**src/rtl/balancer_n_pkg.sv**
```systemverilog
// Shared definitions for the N-channel belt balancer.
//   SAMPLE_W  : sample / window-sum width (signed two's complement)
//   MAX_N     : largest supported channel count
//   state_t   : divert state machine encoding (IDLE=0, DIVERT=1)
//   onehot    : index -> one-hot vector (bits at or above n forced to 0)
//   sat_add32 : saturating signed add, only used when BALANCER_N_SATURATE_EN
//               is defined
package balancer_pkg;

    localparam int unsigned SAMPLE_W = 32;
    localparam int unsigned MAX_N    = 16;

    localparam logic signed [SAMPLE_W-1:0] SAT_MAX = 32'sh7FFF_FFFF;
    localparam logic signed [SAMPLE_W-1:0] SAT_MIN = 32'sh8000_0000;

    typedef enum logic {
        IDLE   = 1'b0,
        DIVERT = 1'b1
    } state_t;

    function automatic logic [MAX_N-1:0] onehot(input int unsigned idx,
                                                input int unsigned n);
        logic [MAX_N-1:0] r;
        r = '0;
        for (int unsigned k = 0; k < MAX_N; k++) begin
            if (k == idx && k < n) begin
                r[k] = 1'b1;
            end
        end
        return r;
    endfunction

    function automatic logic signed [SAMPLE_W-1:0] sat_add32(
        input logic signed [SAMPLE_W-1:0] a,
        input logic signed [SAMPLE_W-1:0] b
    );
        logic [SAMPLE_W:0] s;
        s = {a[SAMPLE_W-1], a} + {b[SAMPLE_W-1], b};
        // The two top bits disagree only when the true result left 32-bit range.
        if (s[SAMPLE_W] != s[SAMPLE_W-1]) begin
            return s[SAMPLE_W] ? SAT_MIN : SAT_MAX;
        end
        return s[SAMPLE_W-1:0];
    endfunction

endpackage

```
**src/rtl/balancer_n_if.sv**
```systemverilog
// Sample/control bus of balancer_n.
//   in_valid   : new sample set strobe          (master -> slave)
//   in_data    : N packed signed 32-bit samples (master -> slave)
//   threshold  : signed imbalance threshold     (master -> slave)
//   warm       : window filled                  (slave -> master)
//   active     : divert in progress             (slave -> master)
//   divert_src : one-hot busiest channel        (slave -> master)
//   divert_dst : one-hot idlest channel         (slave -> master)
//   sum_out    : N packed window sums           (slave -> master)
interface balancer_n_if #(parameter int unsigned N = 4);
    import balancer_pkg::*;

    logic                       in_valid;
    logic [N*SAMPLE_W-1:0]      in_data;
    logic signed [SAMPLE_W-1:0] threshold;
    logic                       warm;
    logic                       active;
    logic [N-1:0]               divert_src;
    logic [N-1:0]               divert_dst;
    logic [N*SAMPLE_W-1:0]      sum_out;

    modport master (
        output in_valid, in_data, threshold,
        input  warm, active, divert_src, divert_dst, sum_out
    );

    modport slave (
        input  in_valid, in_data, threshold,
        output warm, active, divert_src, divert_dst, sum_out
    );

endinterface

```
**src/rtl/balancer_n_rolling_window_sum.sv**
```systemverilog
// One channel's rolling window: DEPTH-entry ring buffer plus running sum.
//   clk, rst : clock, synchronous active-high reset
//   in_valid : accept sample into slot wr_ptr
//   wr_ptr   : shared write pointer (slot holding the oldest sample)
//   sample   : new signed sample
//   sum      : registered sum of the last DEPTH samples
// With BALANCER_N_SATURATE_EN defined the sum clamps to the 32-bit range
// instead of wrapping; ring contents always stay exact.
module rolling_window_sum #(
    parameter int unsigned DEPTH    = 8,
    parameter int unsigned SAMPLE_W = 32
) (
    input  logic                       clk,
    input  logic                       rst,
    input  logic                       in_valid,
    input  logic [$clog2(DEPTH)-1:0]   wr_ptr,
    input  logic signed [SAMPLE_W-1:0] sample,
    output logic signed [SAMPLE_W-1:0] sum
);

    localparam int unsigned PTR_W = $clog2(DEPTH);

    logic signed [SAMPLE_W-1:0] ring [DEPTH];
    logic signed [SAMPLE_W-1:0] oldest;
    logic signed [SAMPLE_W-1:0] sum_next;

    assign oldest = ring[wr_ptr];

`ifdef BALANCER_N_SATURATE_EN
    localparam int unsigned WIDE_W = SAMPLE_W + PTR_W + 1;
    localparam logic signed [WIDE_W-1:0] MAXW = WIDE_W'({1'b0, {(SAMPLE_W-1){1'b1}}});
    localparam logic signed [WIDE_W-1:0] MINW = ~MAXW;

    logic signed [WIDE_W-1:0] inc_wide;
    logic signed [WIDE_W-1:0] total_wide;
    logic signed [WIDE_W-1:0] pick_wide;
    logic                     sat_q;
    logic                     sat_next;

    // While the stored sum is clipped it no longer equals the ring total, so
    // the exact total is rebuilt from the ring until it is back in range.
    always_comb begin
        inc_wide   = WIDE_W'(sum) + WIDE_W'(sample) - WIDE_W'(oldest);
        total_wide = WIDE_W'(sample);
        for (int unsigned i = 0; i < DEPTH; i++) begin
            if (PTR_W'(i) != wr_ptr) begin
                total_wide = total_wide + WIDE_W'(ring[i]);
            end
        end
        pick_wide = (sat_q || inc_wide > MAXW || inc_wide < MINW) ? total_wide : inc_wide;
        sat_next  = (pick_wide > MAXW) || (pick_wide < MINW);
        if (pick_wide > MAXW) begin
            sum_next = MAXW[SAMPLE_W-1:0];
        end else if (pick_wide < MINW) begin
            sum_next = MINW[SAMPLE_W-1:0];
        end else begin
            sum_next = pick_wide[SAMPLE_W-1:0];
        end
    end

    always_ff @(posedge clk) begin
        if (rst) begin
            sat_q <= 1'b0;
        end else if (in_valid) begin
            sat_q <= sat_next;
        end
    end
`else
    always_comb begin
        sum_next = sum + sample - oldest;
    end
`endif

    always_ff @(posedge clk) begin
        if (rst) begin
            for (int unsigned i = 0; i < DEPTH; i++) begin
                ring[i] <= '0;
            end
            sum <= '0;
        end else if (in_valid) begin
            ring[wr_ptr] <= sample;
            sum          <= sum_next;
        end
    end

endmodule

```
**src/rtl/balancer_n.sv**
```systemverilog
// N-channel belt balancer: rolling window sums per channel, busiest/idlest
// detection, and a hysteresis FSM issuing a latched one-hot divert request.
//   clk, rst : clock, synchronous active-high reset
//   bus      : balancer_n_if.slave (in_valid, in_data, threshold in;
//              warm, active, divert_src, divert_dst, sum_out out)
// Optional build macro BALANCER_N_SATURATE_EN: saturating sums and
// threshold arithmetic instead of wrap-around.
module balancer_n
    import balancer_pkg::*;
#(
    parameter int unsigned N     = 4,
    parameter int unsigned DEPTH = 8,
    parameter int unsigned HOLD  = 4,
    parameter int          HYST  = 2
) (
    input  logic          clk,
    input  logic          rst,
    balancer_n_if.slave   bus
);

    localparam int unsigned IDX_W  = $clog2(N);
    localparam int unsigned PTR_W  = $clog2(DEPTH);
    localparam int unsigned FILL_W = $clog2(DEPTH + 1);
    localparam int unsigned HOLD_W = $clog2(HOLD + 1);
    localparam logic signed [SAMPLE_W-1:0] HYST_S = SAMPLE_W'(HYST);

    logic [PTR_W-1:0]           wr_ptr;
    logic [FILL_W-1:0]          fill;
    logic                       warm_q;
    logic signed [SAMPLE_W-1:0] sums [N];

    // ---------------- stage 1: window sums ----------------
    for (genvar k = 0; k < N; k++) begin : g_ch
        rolling_window_sum #(
            .DEPTH   (DEPTH),
            .SAMPLE_W(SAMPLE_W)
        ) u_win (
            .clk     (clk),
            .rst     (rst),
            .in_valid(bus.in_valid),
            .wr_ptr  (wr_ptr),
            .sample  (bus.in_data[SAMPLE_W*k +: SAMPLE_W]),
            .sum     (sums[k])
        );
    end

    always_comb begin
        for (int unsigned k = 0; k < N; k++) begin
            bus.sum_out[SAMPLE_W*k +: SAMPLE_W] = sums[k];
        end
    end

    always_ff @(posedge clk) begin
        if (rst) begin
            wr_ptr <= '0;
            fill   <= '0;
            warm_q <= 1'b0;
        end else if (bus.in_valid) begin
            wr_ptr <= wr_ptr + PTR_W'(1);
            if (fill != FILL_W'(DEPTH)) begin
                fill <= fill + FILL_W'(1);
            end
            if (fill == FILL_W'(DEPTH - 1)) begin
                warm_q <= 1'b1;
            end
        end
    end

    assign bus.warm = warm_q;

    // ---------------- stage 2: busiest / idlest ----------------
    logic [IDX_W-1:0]           max_idx_c, min_idx_c, max_idx, min_idx;
    logic signed [SAMPLE_W-1:0] max_sum_c, min_sum_c, max_sum, min_sum;
    logic                       warm_s2;

    // Strict comparisons keep the lowest index on ties.
    always_comb begin
        max_idx_c = '0;
        min_idx_c = '0;
        max_sum_c = sums[0];
        min_sum_c = sums[0];
        for (int unsigned k = 1; k < N; k++) begin
            if (sums[k] > max_sum_c) begin
                max_sum_c = sums[k];
                max_idx_c = IDX_W'(k);
            end
            if (sums[k] < min_sum_c) begin
                min_sum_c = sums[k];
                min_idx_c = IDX_W'(k);
            end
        end
    end

    // warm travels with the stage-2 data so the FSM only ever sees extremes
    // computed from a full window.
    always_ff @(posedge clk) begin
        if (rst) begin
            max_idx <= '0;
            min_idx <= '0;
            max_sum <= '0;
            min_sum <= '0;
            warm_s2 <= 1'b0;
        end else begin
            max_idx <= max_idx_c;
            min_idx <= min_idx_c;
            max_sum <= max_sum_c;
            min_sum <= min_sum_c;
            warm_s2 <= warm_q;
        end
    end

    // ---------------- divert FSM ----------------
    state_t                     state_q, state_d;
    logic [HOLD_W-1:0]          hold_q, hold_d;
    logic [IDX_W-1:0]           src_q, src_d, dst_q, dst_d;
    logic signed [SAMPLE_W-1:0] entry_rhs, exit_rhs;

`ifdef BALANCER_N_SATURATE_EN
    localparam logic signed [SAMPLE_W-1:0] NEG_HYST = -HYST_S;
    assign entry_rhs = sat_add32(min_sum, bus.threshold);
    assign exit_rhs  = sat_add32(sat_add32(sums[dst_q], bus.threshold), NEG_HYST);
`else
    assign entry_rhs = min_sum + bus.threshold;
    assign exit_rhs  = sums[dst_q] + bus.threshold - HYST_S;
`endif

    always_comb begin
        state_d = state_q;
        hold_d  = hold_q;
        src_d   = src_q;
        dst_d   = dst_q;
        unique case (state_q)
            IDLE: begin
                if (warm_s2 && max_idx != min_idx && max_sum > entry_rhs) begin
                    state_d = DIVERT;
                    hold_d  = HOLD_W'(HOLD);
                    src_d   = max_idx;
                    dst_d   = min_idx;
                end
            end
            DIVERT: begin
                if (hold_q != '0) begin
                    hold_d = hold_q - HOLD_W'(1);
                end else if (sums[src_q] <= exit_rhs) begin
                    state_d = IDLE;
                end
            end
            default: state_d = IDLE;
        endcase
    end

    always_ff @(posedge clk) begin
        if (rst) begin
            state_q <= IDLE;
            hold_q  <= '0;
            src_q   <= '0;
            dst_q   <= '0;
        end else begin
            state_q <= state_d;
            hold_q  <= hold_d;
            src_q   <= src_d;
            dst_q   <= dst_d;
        end
    end

    // Output register stage driven from the state register.
    always_ff @(posedge clk) begin
        if (rst) begin
            bus.active     <= 1'b0;
            bus.divert_src <= '0;
            bus.divert_dst <= '0;
        end else begin
            bus.active     <= (state_q == DIVERT);
            bus.divert_src <= (state_q == DIVERT) ? N'(onehot(32'(src_q), N)) : '0;
            bus.divert_dst <= (state_q == DIVERT) ? N'(onehot(32'(dst_q), N)) : '0;
        end
    end

endmodule

```
**src/flat_wrapper.sv**
```systemverilog
// flat-port wrapper written by rule: the top's interface ports become plain ports
module balancer_n_flat import balancer_pkg::*;
#(
    parameter int unsigned N     = 4,
    parameter int unsigned DEPTH = 8,
    parameter int unsigned HOLD  = 4,
    parameter int          HYST  = 2
)
  (clk, rst, bus_in_valid, bus_in_data, bus_threshold, bus_warm, bus_active, bus_divert_src, bus_divert_dst, bus_sum_out);
  balancer_n_if #(.N(N)) bus_i ();
  input  logic clk;
  input  logic rst;
  input wire logic [$bits(bus_i.in_valid)-1:0] bus_in_valid;
  input wire logic [$bits(bus_i.in_data)-1:0] bus_in_data;
  input wire logic [$bits(bus_i.threshold)-1:0] bus_threshold;
  output wire logic [$bits(bus_i.warm)-1:0] bus_warm;
  output wire logic [$bits(bus_i.active)-1:0] bus_active;
  output wire logic [$bits(bus_i.divert_src)-1:0] bus_divert_src;
  output wire logic [$bits(bus_i.divert_dst)-1:0] bus_divert_dst;
  output wire logic [$bits(bus_i.sum_out)-1:0] bus_sum_out;
  assign bus_i.in_valid = bus_in_valid;
  assign bus_i.in_data = bus_in_data;
  assign bus_i.threshold = bus_threshold;
  assign bus_warm = bus_i.warm;
  assign bus_active = bus_i.active;
  assign bus_divert_src = bus_i.divert_src;
  assign bus_divert_dst = bus_i.divert_dst;
  assign bus_sum_out = bus_i.sum_out;
  balancer_n #(.N(N), .DEPTH(DEPTH), .HOLD(HOLD), .HYST(HYST)) u_core (.clk(clk), .rst(rst), .bus(bus_i));
endmodule
```
**config.mk**
```make
export PLATFORM = sky130hd
export DESIGN_NAME = balancer_n_flat
export DESIGN_NICKNAME = d
export VERILOG_FILES = /design/src/rtl/balancer_n_pkg.sv /design/src/rtl/balancer_n_if.sv /design/src/rtl/balancer_n_rolling_window_sum.sv /design/src/rtl/balancer_n.sv /design/src/flat_wrapper.sv
export SDC_FILE = /design/constraint.sdc
export NUM_CORES = 2
export LEC_CHECK = 0
export CORE_ASPECT_RATIO = 0.5
export CORE_UTILIZATION = 35
export CTS_BUF_LIST = sky130_fd_sc_hd__clkbuf_8
export DETAILED_ROUTE_END_ITERATION = 12
export PLACE_DENSITY = 0.5
export REMOVE_ABC_BUFFERS = 1
export SLEW_MARGIN = 20
export SYNTH_ARGS = -nofsm -noshare
export SYNTH_HDL_FRONTEND = slang
export SYNTH_SLANG_ARGS = --single-unit
```
**constraint.sdc**
```tcl
create_clock -name clk -period 14.6 [get_ports clk]
set_clock_uncertainty 0.15 [all_clocks]
set_input_delay 4.38 -clock clk [delete_from_list [all_inputs] [get_ports clk]]
set_output_delay 4.38 -clock clk [all_outputs]
set_load 0.05 [all_outputs]
```
==> impl_metrics.env <==
export IMPL_finalHoldViolCount=0
export IMPL_final_layout_size_suffix_gt1_frac=0.131
export IMPL_slowest_delay_ns=0.92
export IMPL_grt_pass1_vias=52335
export IMPL_synth_edf_count=1024
export IMPL_clockBufferDepth=4
export IMPL_hold_path_depth=2
export IMPL_io_buffers=300
export IMPL_htreeDepth=4
export IMPL_peakVddDrop_mv=0.457
export IMPL_synth_ff_type="edfxtp_1"
export IMPL_required_ns=15.27
export IMPL_reg2reg_setup_slack_ns=2.72
export IMPL_arrival_ns=12.55
export IMPL_holdPathEnd="u_core.fill[1]"
export IMPL_yosysTopAreaCell="edfxtp_1"
export IMPL_cp_end_kind="flop"
export IMPL_r2r_end="u_core.max_sum[11]"
export IMPL_slowest_stage="mux2i_4"
export IMPL_worst_pin_slew_ns=1.17
export IMPL_path_clk_slew_ns=0.07
export IMPL_timing_fmax_mhz=84.2
export IMPL_critPathKind="flop to flop"
export IMPL_cts_tree="done"
export IMPL_report_final_slew_viol_count=0
export IMPL_clockRootBuffer="clkbuf_8"
export IMPL_cts_sinks=1249
export IMPL_die_height_um=327
export IMPL_seq_area_frac_synth=0.476
export IMPL_min_path_type="flop to flop"
export IMPL_synth_async_sr_flop_share=0
export IMPL_post_route_period_util=0.813
export IMPL_synthesis_area_um2=74100
export IMPL_wire_per_inst_um=26.7
export IMPL_yosys_warnings=0
export IMPL_antenna_left=0
export IMPL_die_x_um=653
export IMPL_syn_avg_cell_area_um2=11.6
export IMPL_vias=52911
export IMPL_initial_core_util=0.355
export IMPL_worstSetupStartpointType="flop"
export IMPL_grt_pass1_wl_um=371000
export IMPL_yosysUniqueCellTypes=73
export IMPL_powerDensity_nw_per_um2=221
export IMPL_r2r_cells=40
export IMPL_crit_fanout=67
export IMPL_postCtsSetupRepairBufs=0
export IMPL_io_pins=301
export IMPL_grt_overflow=0
export IMPL_fillers=20042
export IMPL_route_detailed_drc=0
export IMPL_post_drt_via_cell_ratio=5.48
export IMPL_status="complete, no violations"
export IMPL_grt_max_degree=175
export IMPL_holdCritStartpoint="u_core.fill[1]"
export IMPL_place_congestion=0.936
export IMPL_cap_violations=0
export IMPL_slew_headroom=0.214
export IMPL_p_leak_nw=32.4
export IMPL_ctsResizeCount=0
export IMPL_drtIter0Drc=4491
export IMPL_clk_latency_ns=0.94
export IMPL_num_rows=118
export IMPL_antenna_found_initial=22
export IMPL_rsz0062_at_grt="false"
export IMPL_core_um2=209000
export IMPL_synthTopCellsByArea="edfxtp_1 42%, mux4_2 9.7%, ha_1 7.5%, dfxtp_1 6.1%, nor3_1 5.4%"
export IMPL_grt_use_total=0.238
export IMPL_yosysTopAreaCellShare=0.415
export IMPL_ys_seq_elements=1249
export IMPL_die_area_um2=214000
export IMPL_place_hpwl_um=174000
export IMPL_cpMostUsedCell="a21o_1"
export IMPL_finalPower_mw=18.6
export IMPL_fin_util=0.403
export IMPL_syn_inst=6413
export IMPL_area_growth_syn_to_layout_pct=13.6
export IMPL_tns_ns=0
export IMPL_drtPass1Iterations=6
export IMPL_cts_buffers=209
export IMPL_r2r_start="u_core.g_ch[0].u_win.sum[19]"
export IMPL_cts_hold_buffers=0
export IMPL_setup_viol=0
export IMPL_fin_nets=7398
export IMPL_wl_um=258000
export IMPL_period_minus_slack_ns=11.88
-- layer usage --
layer	part of all wire	wire, µm	track usage	up-vias
met1	0.46	119000	0.347	26839
met4	0.029	7600	0.0681	12
met5	0.00031	80	0	-
met3	0.068	17500	0.0426	335
met2	0.44	113000	0.361	1691
li1	-	-	-	24034
-- power by group --
group / total [mW] / switching [mW] / internal [mW]
combinational: 11.0 / 7.09 / 3.91
sequential: 4.60 / 0.399 / 4.20
clock: 3.01 / 1.53 / 1.48
-- critical path, delay by kind of cell (launching register included) --
kind	cells	cell delay [ns]
simple gates	8	0.91
compound gates	22	5.24
flops	1	0.45
buf+inv	6	3.00
mux	1	0.92
fa+ha+maj	3	0.97
-- flip-flops by register name, indices dropped and copies added, names as in the netlist, 4 cells and up, named ones only --
signal	count
u_core.bus.divert_dst	4
u_core.bus.divert_src	4
u_core.g_ch.u_win.sum	128
u_core.min_sum	32
u_core.g_ch.u_win.ring	1024
u_core.max_sum	32
u_core.fill	4
-- cells by family (layout without fill, tap and decap cells) --
logic type | after synthesis | in the layout | synth area share
and+or+nand+nor | 1941 | 1941 | 0.133
adders and majority gates | 572 | 572 | 0.109
DFF | 1249 | 1249 | 0.476
AOI/OAI and AO/OA | 860 | 860 | 0.0754
muxes | 567 | 567 | 0.133
buffers and inverters | 1058 | 1472 | 0.0539
xor gates and xnor gates | 166 | 166 | 0.0196
other | 0 | 2 | 0
-- cells in the mapped netlist, types with 190 or more instances --
master / count
a21oi_1: 240
and2_1: 311
clkbuf_1: 325
dfxtp_1: 225
edfxtp_1: 1024
ha_1: 445
inv_1: 553
mux4_2: 320
nand2_1: 204
nor2_1: 306
nor3_1: 804
o21ai_0: 190
-- area by class of cell --
class                   instances  area, µm²  area share
clock buffers                 218       3000      0.0357
repair buffers                425       4010      0.0476
multi-input cells            4106      35000       0.416
well taps                    2820       3530      0.0419
inverters                     673       2530      0.0300
clock inverters               156        808     0.00961
diodes                          2       5.00   0.0000595
flip-flops and latches       1249      35300       0.419
-- metrics by stage --
| stage | hold WS (ns) | setup slack [ns] | std cells | cell area (µm²) |
|---|---|---|---|---|
| after floorplan | 0.310 | -12.99 | 6028 | 72600 |
| after detailed placement | 0.344 | 2.86 | 9272 | 80300 |
| final | 0.350 | 2.72 | 9649 | 84100 |
| after global placement | 0.340 | 2.92 | 9272 | 80300 |
| after global routing | 0.377 | 1.83 | 9649 | 84100 |
| after CTS | 0.351 | 2.85 | 9646 | 84100 |
-- worst max path at each step --
stage	from	slack [ns]	cells after the start	to
floorplan	bus_in_valid	-12.99	2	u_core.g_ch[0].u_win.ring[6][0]
global placement	u_core.g_ch[0].u_win.sum[19]	2.92	40	u_core.max_sum[4]
detailed placement	u_core.g_ch[0].u_win.sum[19]	2.86	40	u_core.max_sum[11]
CTS	u_core.g_ch[0].u_win.sum[19]	2.85	40	u_core.max_sum[11]
global route	u_core.g_ch[0].u_win.sum[18]	1.83	40	u_core.max_sum[7]
finish	u_core.g_ch[0].u_win.sum[19]	2.72	40	u_core.max_sum[11]
-- layout by cell type (no fill, tap or decap), types with 15 or more instances in the layout --
master,n
inv_1,625
nand4_1,56
a211oi_1,23
buf_4,121
o31ai_1,41
and3_1,27
dfxtp_1,218
edfxtp_1,1024
clkdlybuf4s50_1,298
clkbuf_8,218
nor2b_1,48
clkinv_2,35
nand2b_1,34
a211o_1,15
xnor2_1,103
mux2_2,126
a21o_1,126
mux4_2,320
fa_1,126
nor4_1,45
o21bai_1,27
o21a_1,46
a221o_1,33
clkinv_1,157
and2_1,311
nor3_1,804
a31oi_1,16
xor2_1,62
a21oi_1,240
mux2i_1,120
nand2_1,202
nor2_1,306
ha_1,445
nand3_1,47
o21ai_0,184
Note: power is estimated with default switching activity, not from simulation.
